--- src/rtl/lsu_pkg.sv ---
// Shared types and constants for the load/store unit.
package lsu_pkg;

   localparam int ADDR_W = 64;

   typedef enum logic [2:0] {IDLE, RD, CAP, WR, FIN, ERR} state_t;

   localparam logic [2:0] F3_B  = 3'b000;
   localparam logic [2:0] F3_H  = 3'b001;
   localparam logic [2:0] F3_W  = 3'b010;
   localparam logic [2:0] F3_D  = 3'b011;
   localparam logic [2:0] F3_BU = 3'b100;
   localparam logic [2:0] F3_HU = 3'b101;
   localparam logic [2:0] F3_WU = 3'b110;

   // Access size in bytes; funct3[1:0] encodes log2(size) for loads and stores.
   function automatic logic [3:0] access_size(input logic [2:0] f3);
      return 4'd1 << f3[1:0];
   endfunction

endpackage

--- src/rtl/lsu_if.sv ---
// Datapath-side and memory-side signals of the load/store unit.
interface lsu_if;
   import lsu_pkg::*;

   logic              req;
   logic              we;
   logic [2:0]        funct3;
   logic [ADDR_W-1:0] addr;
   logic [63:0]       wdata;
   logic [63:0]       rdata;
   logic              done;
   logic              busy;
   logic              fault;
   logic [ADDR_W-1:0] mem_addr;
   logic [63:0]       mem_wdata;
   logic              mem_wr;
   logic [63:0]       mem_rdata;

   modport slave (
      input  req, we, funct3, addr, wdata, mem_rdata,
      output rdata, done, busy, fault, mem_addr, mem_wdata, mem_wr
   );

   modport master (
      output req, we, funct3, addr, wdata, mem_rdata,
      input  rdata, done, busy, fault, mem_addr, mem_wdata, mem_wr
   );

endinterface

--- src/rtl/load_extract.sv ---
// Picks the addressed lanes of a doubleword and sign/zero-extends them.
module load_extract
   import lsu_pkg::*;
(
   input  logic [63:0] dword,
   input  logic [2:0]  off,
   input  logic [2:0]  funct3,
   output logic [63:0] result
);

   logic [63:0] shifted;

   assign shifted = dword >> {off, 3'b000};

   // Extend the low bytes of the shifted doubleword according to funct3.
   always_comb begin
      result = '0;
      case (funct3)
         F3_B:    result = {{56{shifted[7]}},  shifted[7:0]};
         F3_H:    result = {{48{shifted[15]}}, shifted[15:0]};
         F3_W:    result = {{32{shifted[31]}}, shifted[31:0]};
         F3_D:    result = shifted;
         F3_BU:   result = {56'd0, shifted[7:0]};
         F3_HU:   result = {48'd0, shifted[15:0]};
         F3_WU:   result = {32'd0, shifted[31:0]};
         default: result = '0;
      endcase
   end

endmodule

--- src/rtl/load_store_unit.sv ---
// Multicycle aligned load/store unit with read-modify-write for partial stores.
module load_store_unit
   import lsu_pkg::*;
(
   input  logic clk,
   input  logic rst,
   lsu_if.slave bus
);

   localparam logic [63:0] ALL_ONES = '1;

   state_t      state, state_nx;
   logic        we_q;
   logic [2:0]  f3_q;
   logic [2:0]  off_q;
   logic [63:0] wdata_q;
   logic [3:0]  size;
   logic        misalign, illegal, bad;
   logic [63:0] load_val;
   logic [2:0]  mask_f3;
   logic [63:0] mask_low, mask, merged;

   assign size     = access_size(bus.funct3);
   assign misalign = (({1'b0, bus.addr[2:0]} & (size - 4'd1)) != 4'd0);
   assign illegal  = (bus.funct3 == 3'b111) || (bus.we && bus.funct3[2]);
   assign bad      = misalign || illegal;

   load_extract u_load (
      .dword  (bus.mem_rdata),
      .off    (off_q),
      .funct3 (f3_q),
      .result (load_val)
   );

   // Zero-extending extract of an all-ones word yields a low-aligned byte-lane mask.
   assign mask_f3 = (f3_q == F3_D) ? F3_D : {1'b1, f3_q[1:0]};

   load_extract u_mask (
      .dword  (ALL_ONES),
      .off    (3'd0),
      .funct3 (mask_f3),
      .result (mask_low)
   );

   assign mask   = mask_low << {off_q, 3'b000};
   assign merged = (bus.mem_rdata & ~mask) | ((wdata_q << {off_q, 3'b000}) & mask);
   assign bus.busy = (state == RD) || (state == CAP) || (state == WR);

   // State register.
   always_ff @(posedge clk or posedge rst) begin
      if (rst) state <= IDLE;
      else     state <= state_nx;
   end

   // Next-state decode; req is only looked at in IDLE.
   always_comb begin
      state_nx = state;
      case (state)
         IDLE: if (bus.req) begin
            if (bad)                                state_nx = ERR;
            else if (bus.we && bus.funct3 == F3_D)  state_nx = WR;
            else                                    state_nx = RD;
         end
         RD:      state_nx = CAP;
         CAP:     state_nx = we_q ? WR : FIN;
         WR:      state_nx = FIN;
         FIN:     state_nx = IDLE;
         ERR:     state_nx = IDLE;
         default: state_nx = IDLE;
      endcase
   end

   // Request latch, load capture, store merge and registered strobes.
   always_ff @(posedge clk or posedge rst) begin
      if (rst) begin
         we_q          <= 1'b0;
         f3_q          <= '0;
         off_q         <= '0;
         wdata_q       <= '0;
         bus.rdata     <= '0;
         bus.done      <= 1'b0;
         bus.fault     <= 1'b0;
         bus.mem_addr  <= '0;
         bus.mem_wdata <= '0;
         bus.mem_wr    <= 1'b0;
      end else begin
         bus.mem_wr <= (state_nx == WR);
         bus.done   <= (state_nx == FIN) || (state_nx == ERR);
         bus.fault  <= (state_nx == ERR);
         case (state)
            IDLE: if (bus.req) begin
               we_q         <= bus.we;
               f3_q         <= bus.funct3;
               off_q        <= bus.addr[2:0];
               wdata_q      <= bus.wdata;
               bus.mem_addr <= {bus.addr[ADDR_W-1:3], 3'b000};
               if (state_nx == WR) bus.mem_wdata <= bus.wdata;
            end
            CAP: begin
               if (we_q) bus.mem_wdata <= merged;
               else      bus.rdata     <= load_val;
            end
            default: ;
         endcase
      end
   end

endmodule
--- src/flat_wrapper.sv ---
// flat-port wrapper written by rule: the top's interface ports become plain ports
module load_store_unit_flat import lsu_pkg::*;
  (clk, rst, bus_req, bus_we, bus_funct3, bus_addr, bus_wdata, bus_mem_rdata, bus_rdata, bus_done, bus_busy, bus_fault, bus_mem_addr, bus_mem_wdata, bus_mem_wr);
  lsu_if bus_i ();
  input  logic clk;
  input  logic rst;
  input wire logic [$bits(bus_i.req)-1:0] bus_req;
  input wire logic [$bits(bus_i.we)-1:0] bus_we;
  input wire logic [$bits(bus_i.funct3)-1:0] bus_funct3;
  input wire logic [$bits(bus_i.addr)-1:0] bus_addr;
  input wire logic [$bits(bus_i.wdata)-1:0] bus_wdata;
  input wire logic [$bits(bus_i.mem_rdata)-1:0] bus_mem_rdata;
  output wire logic [$bits(bus_i.rdata)-1:0] bus_rdata;
  output wire logic [$bits(bus_i.done)-1:0] bus_done;
  output wire logic [$bits(bus_i.busy)-1:0] bus_busy;
  output wire logic [$bits(bus_i.fault)-1:0] bus_fault;
  output wire logic [$bits(bus_i.mem_addr)-1:0] bus_mem_addr;
  output wire logic [$bits(bus_i.mem_wdata)-1:0] bus_mem_wdata;
  output wire logic [$bits(bus_i.mem_wr)-1:0] bus_mem_wr;
  assign bus_i.req = bus_req;
  assign bus_i.we = bus_we;
  assign bus_i.funct3 = bus_funct3;
  assign bus_i.addr = bus_addr;
  assign bus_i.wdata = bus_wdata;
  assign bus_i.mem_rdata = bus_mem_rdata;
  assign bus_rdata = bus_i.rdata;
  assign bus_done = bus_i.done;
  assign bus_busy = bus_i.busy;
  assign bus_fault = bus_i.fault;
  assign bus_mem_addr = bus_i.mem_addr;
  assign bus_mem_wdata = bus_i.mem_wdata;
  assign bus_mem_wr = bus_i.mem_wr;
  load_store_unit u_core (.clk(clk), .rst(rst), .bus(bus_i));
endmodule
--- config.mk ---
export PLATFORM = sky130hd
export DESIGN_NAME = load_store_unit_flat
export DESIGN_NICKNAME = d
export VERILOG_FILES = /design/src/rtl/lsu_pkg.sv /design/src/rtl/lsu_if.sv /design/src/rtl/load_extract.sv /design/src/rtl/load_store_unit.sv /design/src/flat_wrapper.sv
export SDC_FILE = /design/constraint.sdc
export NUM_CORES = 1
export LEC_CHECK = 0
export ABC_AREA = 0
export BUFFER_PORTS_ARGS = -buffer_cell sky130_fd_sc_hd__buf_2
export CAP_MARGIN = 20
export CELL_PAD_IN_SITES_DETAIL_PLACEMENT = 1
export CELL_PAD_IN_SITES_GLOBAL_PLACEMENT = 1
export CORE_MARGIN = 3
export CORE_UTILIZATION = 40
export DETAILED_ROUTE_END_ITERATION = 8
export PLACE_DENSITY_LB_ADDON = 0.1
export SETUP_SLACK_MARGIN = 0.05
export SLEW_MARGIN = 10
export SYNTH_ARGS = -nofsm -noshare
export SYNTH_HDL_FRONTEND = slang
export SYNTH_SLANG_ARGS = --single-unit
--- constraint.sdc ---
create_clock -name clk -period 10.2 [get_ports clk]
set_clock_uncertainty 0.2 [all_clocks]
set_input_delay 0.51 -clock clk [delete_from_list [all_inputs] [get_ports clk]]
set_output_delay 0.51 -clock clk [all_outputs]
set_load 0.01 [all_outputs]
* Word-level counts from Yosys, hierarchy flattened
Index checks and enable logic that the tools add are counted.
** Storage, ports and cells
- Logic and storage cells :: 73
- Flip-flop bits (word level) :: 266
- Output and inout bits :: 196
- Latch bits :: 0
- RAM bits :: 0
- Bits in read-only memories :: 0
- Input bits :: 199
- Memories :: 0
** Operators by class
- $mul :: 0
- Add/subtract/negate cells :: 1
- Reduce and logical (&&, ||, !) cells :: 16
- Order comparisons :: 0
- Shifts and indexed selects :: 4
- Div/mod/pow operators :: 0
- Multiplexer cells :: 12
- Eq/ne operators :: 23
- Bitwise gates (word level) :: 6
** Operators with widths (number)
- $pmux 64 s7 :: 1
- $pmux 64 s4 :: 1
- $mux 64 :: 3
- $and 64x64->64 :: 2
- $pmux 64 s2 :: 1
- $shl 64x6->64 :: 2
- $not 64->64 :: 1
- $or 64x64->64 :: 1
- $shr 64x6->64 :: 1
- $eq 3x3->1 const B :: 9
- $eq 3x2->1 const B :: 8
- $mux 3 :: 4
- $pmux 3 s4 :: 1
- $eq 3x1->1 const B :: 3
- $logic_not 3->1 :: 3
- $logic_or 1x1->1 :: 5
- $and 3x4->4 :: 1
- $ne 2x1->1 const B :: 2
- $reduce_and 2->1 :: 2
- $reduce_and 4->1 :: 1
- $reduce_bool 4->1 :: 1
- $reduce_or 4->1 :: 1
- $shl 1x2->4 const A :: 1
- $sub 4x1->4 const B :: 1
- 5 further kinds :: 6

* Logic depth before layout (Yosys ltp)
- Depth after elaboration :: 12
- Depth in mapped cells :: 10
- Gate-level depth less buffers :: 6

* By module
A second synthesis with hierarchy kept.
** Unflattened totals
- Cell total of the unflattened synthesis :: 1856
- Area, all modules :: 19779.0 um^2
** By module, submodules not included
- load_store_unit :: seq. area each 6656.4 um^2, times used 1, cells an instance 1278, area each 14711.6 um^2
- load_extract :: seq. area each 0.0 um^2, times used 2, cells an instance 289, area each 2533.7 um^2

* Least setup slack after synthesis
No wires, ideal clock.
- Kind :: input -> register
- Start point :: in bus_mem_rdata[55]
- End point :: reg u_core.bus.rdata[33]
- Arrival time :: 1.898 ns
- Data required time :: 9.874 ns
- Buffers on the path :: 2
- Cell stages on the path :: 7
- Setup slack :: 7.977 ns
- Setup time :: 0.126 ns
- Path through :: mux2_2 -> nor3_1 -> and4b_1 -> buf_6 -> nor4b_4 -> buf_6 -> a21oi_2
** Between the ends
- Cells in the longest elaborated chain, start to end :: 2
** RTL lines
- from (decl) :: RTL line flat_wrapper.sv:12 : input wire logic [$bits(bus_i.mem_rdata)-1:0] bus_mem_rdata;
- $shr 64x6->64 :: RTL line load_extract.sv:13 : assign shifted = dword >> {off, 3'b000};
- $pmux 64 s7 :: RTL line load_extract.sv:18 : case (funct3)
- to (signal assigned) :: RTL line load_store_unit.sv:101 : else bus.rdata <= load_val;
- to (decl) :: RTL line lsu_if.sv:21 : output rdata, done, busy, fault, mem_addr, mem_wdata, mem_wr
No other way between the ends.
A chain may end at the register's enable or synchronous reset.

* Worst setup path after layout
- Start point :: reg u_core.off_q[1]
- End point :: reg u_core.bus.rdata[63]
** Between the ends
- Cells in the longest elaborated chain, start to end :: 2
** RTL lines
- from (decl) :: RTL line load_store_unit.sv:15 : logic [2:0] off_q;
- from (signal assigned) :: RTL line load_store_unit.sv:94 : off_q <= bus.addr[2:0];
- $shr 64x6->64 :: RTL line load_extract.sv:13
- $pmux 64 s7 :: RTL line load_extract.sv:18
No other way between the ends.

==> results.py <==
metrics = {
    "clock_tree": {
        "clkSinkCount": 266,
        "postCtsHoldBufs": 126,
        "cts_root_buffer": "clkbuf_16",
        "cts_tree": "done",
        "clkTransAtPathRegs_ps": 60,
        "htree_num_levels": 1,
        "clock_latency_ps": 590,
        "cts_buffers": 30,
        "post_cts_resize_count": 0,
        "post_cts_buffers": 0,
        "clock_path_buffers": 3,
    },
    "power": {
        "powerDensity_nw_per_um2": 341,
        "fin_total_pwr_mw": 6.76,
        "vdd_ir_drop_max_uv": 202,
        "clockPowerShare_pct": 15.9,
        "intPower_mw": 3.74,
        "p_switching_mw": 3.03,
        "swShare_pct": 44.8,
        "p_leak_nw": 8.64,
        "combPwrFrac_pct": 51.9,
        "power_frac_seq_pct": 32.2,
    },
    "synthesis": {
        "yosysMostFrequentCell": "dfrtp_1",
        "syn-cell-area_um2": 15500,
        "synthArstFlopShare_pct": 100,
        "syn_area_per_cell_um2": 10.4,
        "yosys.area.top_type": "dfrtp_1",
        "netlist_top_cells_count": "dfrtp_1, mux2_2, nand2_1",
        "synthTopCellsByArea": "dfrtp_1, mux2_2, mux2i_1, o21ai_0, mux4_2",
        "ys_warn_count": 0,
        "synth-seq-area-share_pct": 43.0,
        "ys_seq_elements": 266,
        "synth_cell_types": 68,
        "synth_edf_count": 0,
        "netlist.area_leader.share_pct": 43.0,
        "synth_ff_type": "dfrtp_1",
        "synthCells": 1491,
    },
    "grt": {
        "grt_pass1_vias": 15200,
        "grt_max_degree": 161,
        "grt_overflow": 0,
        "track_usage_pct": 31.1,
        "antenna_found_initial": 7,
        "grt_pass1_wl_mm": 97.2,
        "busiest_layer": "met2",
        "use_met1_pct": 39.0,
        "grtUsageMet3_pct": 6.85,
        "grtUsageMet2_pct": 52.0,
    },
    "hold_path": {
        "min_from": "bus_funct3[1]",
        "hold_depth": 3,
        "hold_end": "u_core.f3_q[1]",
        "hp-class": "in2reg",
    },
    "worst_setup_path": {
        "worstPathMaxFanout": 74,
        "cp.required_ps": 10440,
        "rrSetupSlack_ps": 6160,
        "r2r_start": "u_core.off_q[1]",
        "reg2regPathDepth": 7,
        "r2r-end": "u_core.bus.rdata[63]",
        "end_kind": "flop",
        "startpoint_type": "flop",
        "arrival_ps": 4280,
        "critical_path_class": "reg2reg",
    },
    "timing": {
        "worstMarginPinSlew_ps": 1100,
        "setup_ws_ps": 6160,
        "setup_viol": 0,
        "setup_tns_ps": 0,
        "max_freq_mhz": 247,
        "fin_crit_ps": 4040,
        "finalCritPeriodShare_pct": 39.6,
        "slew_headroom_pct": 26.5,
        "drv_slew": 0,
        "hold_viol": 0,
        "rsz0062_at_grt": "no",
    },
    "placed_design": {
        "port_buffers": 391,
        "place_ws_ps": 6240,
        "dp_cells": 2281,
        "dp_hpwl_mm": 46.2,
        "gp_congestion": 0.928,
    },
    "drt": {
        "via_count": 14500,
        "ant_nets": 0,
        "drtIter0Drc": 1096,
        "post-route-drc-count": 0,
        "detail_route.wl_per_cell_um": 26.8,
        "detail_route.wirelength_mm": 66.2,
        "drt_pass1_iterations": 6,
        "via_per_inst": 5.85,
    },
    "die": {
        "dieArea_um2": 41100,
        "ios": 395,
        "fp.dieH_um": 203,
        "die-width_um": 203,
        "core_area_um2": 37900,
        "num_rows": 71,
        "initial_utilization_pct": 40.8,
    },
    "cells_and_area": {
        "fillers": 4234,
        "seq_area_um2": 6670,
        "fin_cells": 2469,
        "drive_gt1_share_pct": 36.5,
        "syn_to_final_growth_pct": 28.0,
        "fin_nets": 2130,
        "multi_input_area_um2": 8100,
    },
    "job": {
        "drv_cap": 0,
    },
    "outcome": {
        "outcome": "finished, final reports clean",
    },
}
==> cells by family after synthesis <==
family	count (synthesis)	share of synthesized area, %
flip-flops	266	43.0
other	1	0.0242
AND/OR/NAND/NOR	356	10.8
multiplexers	316	23.8
AO/OA/AOI/OAI	413	17.5
buffers and inverters	139	4.90
==> per-layer routing <==
metal	routed length [µm]	up-vias
met5	40	-
met3	4690	171
met2	32100	606
met1	26500	7350
met4	2880	6
li1	-	6322
==> cell usage in the layout (no fill, tap or decap), drive strengths merged, types with 2 or more instances in the layout <==
cell type	instances
a2111o	8
nor3	8
o32ai	8
a21oi	111
o22ai	10
dfrtp	266
a2bb2oi	8
nor2	114
o21ai	138
a21o	10
nor2b	29
clkbuf	46
conb	3
o211ai	27
a211oi	32
mux2i	113
inv	7
a21boi	2
nand2	124
nand3	29
nor4b	2
or2	2
or3	9
a2111oi	6
mux2	179
mux4	24
buf	411
a211o	8
a31o	2
clkinv	7
diode	5
dlygate4sd3	127
a31oi	17
a221oi	8
a22oi	8
o21a	2
and2	2
nand3b	10
nand2b	22
==> final cells by class <==
class                           instances  share of cell area [%]
Tap cell                              511                    3.23
Multi-Input combinational cell       1088                    40.9
Clock buffer                           46                    4.39
Antenna cell                            5                  0.0631
Sequential cell                       266                    33.6
Clock inverter                          8                   0.473
Timing Repair Buffer                  538                    17.2
Inverter                                7                   0.170
==> state kept, by name (all words and copies together) (netlist names) <==
name                  count
u_core.bus.mem_addr      61
u_core.wdata_q           64
u_core.state              3
u_core.bus.rdata         64
u_core.bus.done           1
u_core.bus.mem_wr         1
u_core.f3_q               3
u_core.we_q               1
u_core.bus.mem_wdata     64
u_core.off_q              3
u_core.bus.fault          1
==> worst max path at each step <==
stage,from,endpoint,slack [ps],cells past startpoint
2_1_floorplan,rst,u_core.bus.done,2160,1
3_3_place_gp,u_core.off_q[1],u_core.bus.rdata[63],6340,7
3_5_place_dp,u_core.off_q[1],u_core.bus.rdata[16],6240,6
4_1_cts,u_core.state[1],u_core.bus.rdata[51],6230,7
5_1_grt,u_core.state[1],u_core.bus.rdata[51],5890,7
6_report,u_core.off_q[1],u_core.bus.rdata[63],6160,7
==> power groups by stage <==
stage               Combinational, mW  Clock [mW]  Sequential, mW
finish                           3.51        1.08            2.18
global route                     3.78        1.15            2.23
CTS                              3.47        1.10            2.16
detailed placement               3.42           0            2.17
global placement                 3.34           0            2.15
floorplan                        2.32           0            2.08
==> per-stage QoR <==
stage          area (µm²)  utilization, %  hold WS [ps]
3_5_place_dp        17600            46.3           258
6_report            19800            52.3          16.7
5_1_grt             19800            52.2          21.4
2_1_floorplan       15500               -           276
3_3_place_gp        17600            46.3           266
4_1_cts             19800            52.2          1.84
==> critical path: stages, from the launching register on <==
cell and delay, ps:
dfrtp_4 880, buf_4 860, mux2_2 450, nor3_1 200
and4b_1 360, nor4b_4 280, buf_4 470, a21oi_1 120
(Power assumes the default switching activity.)
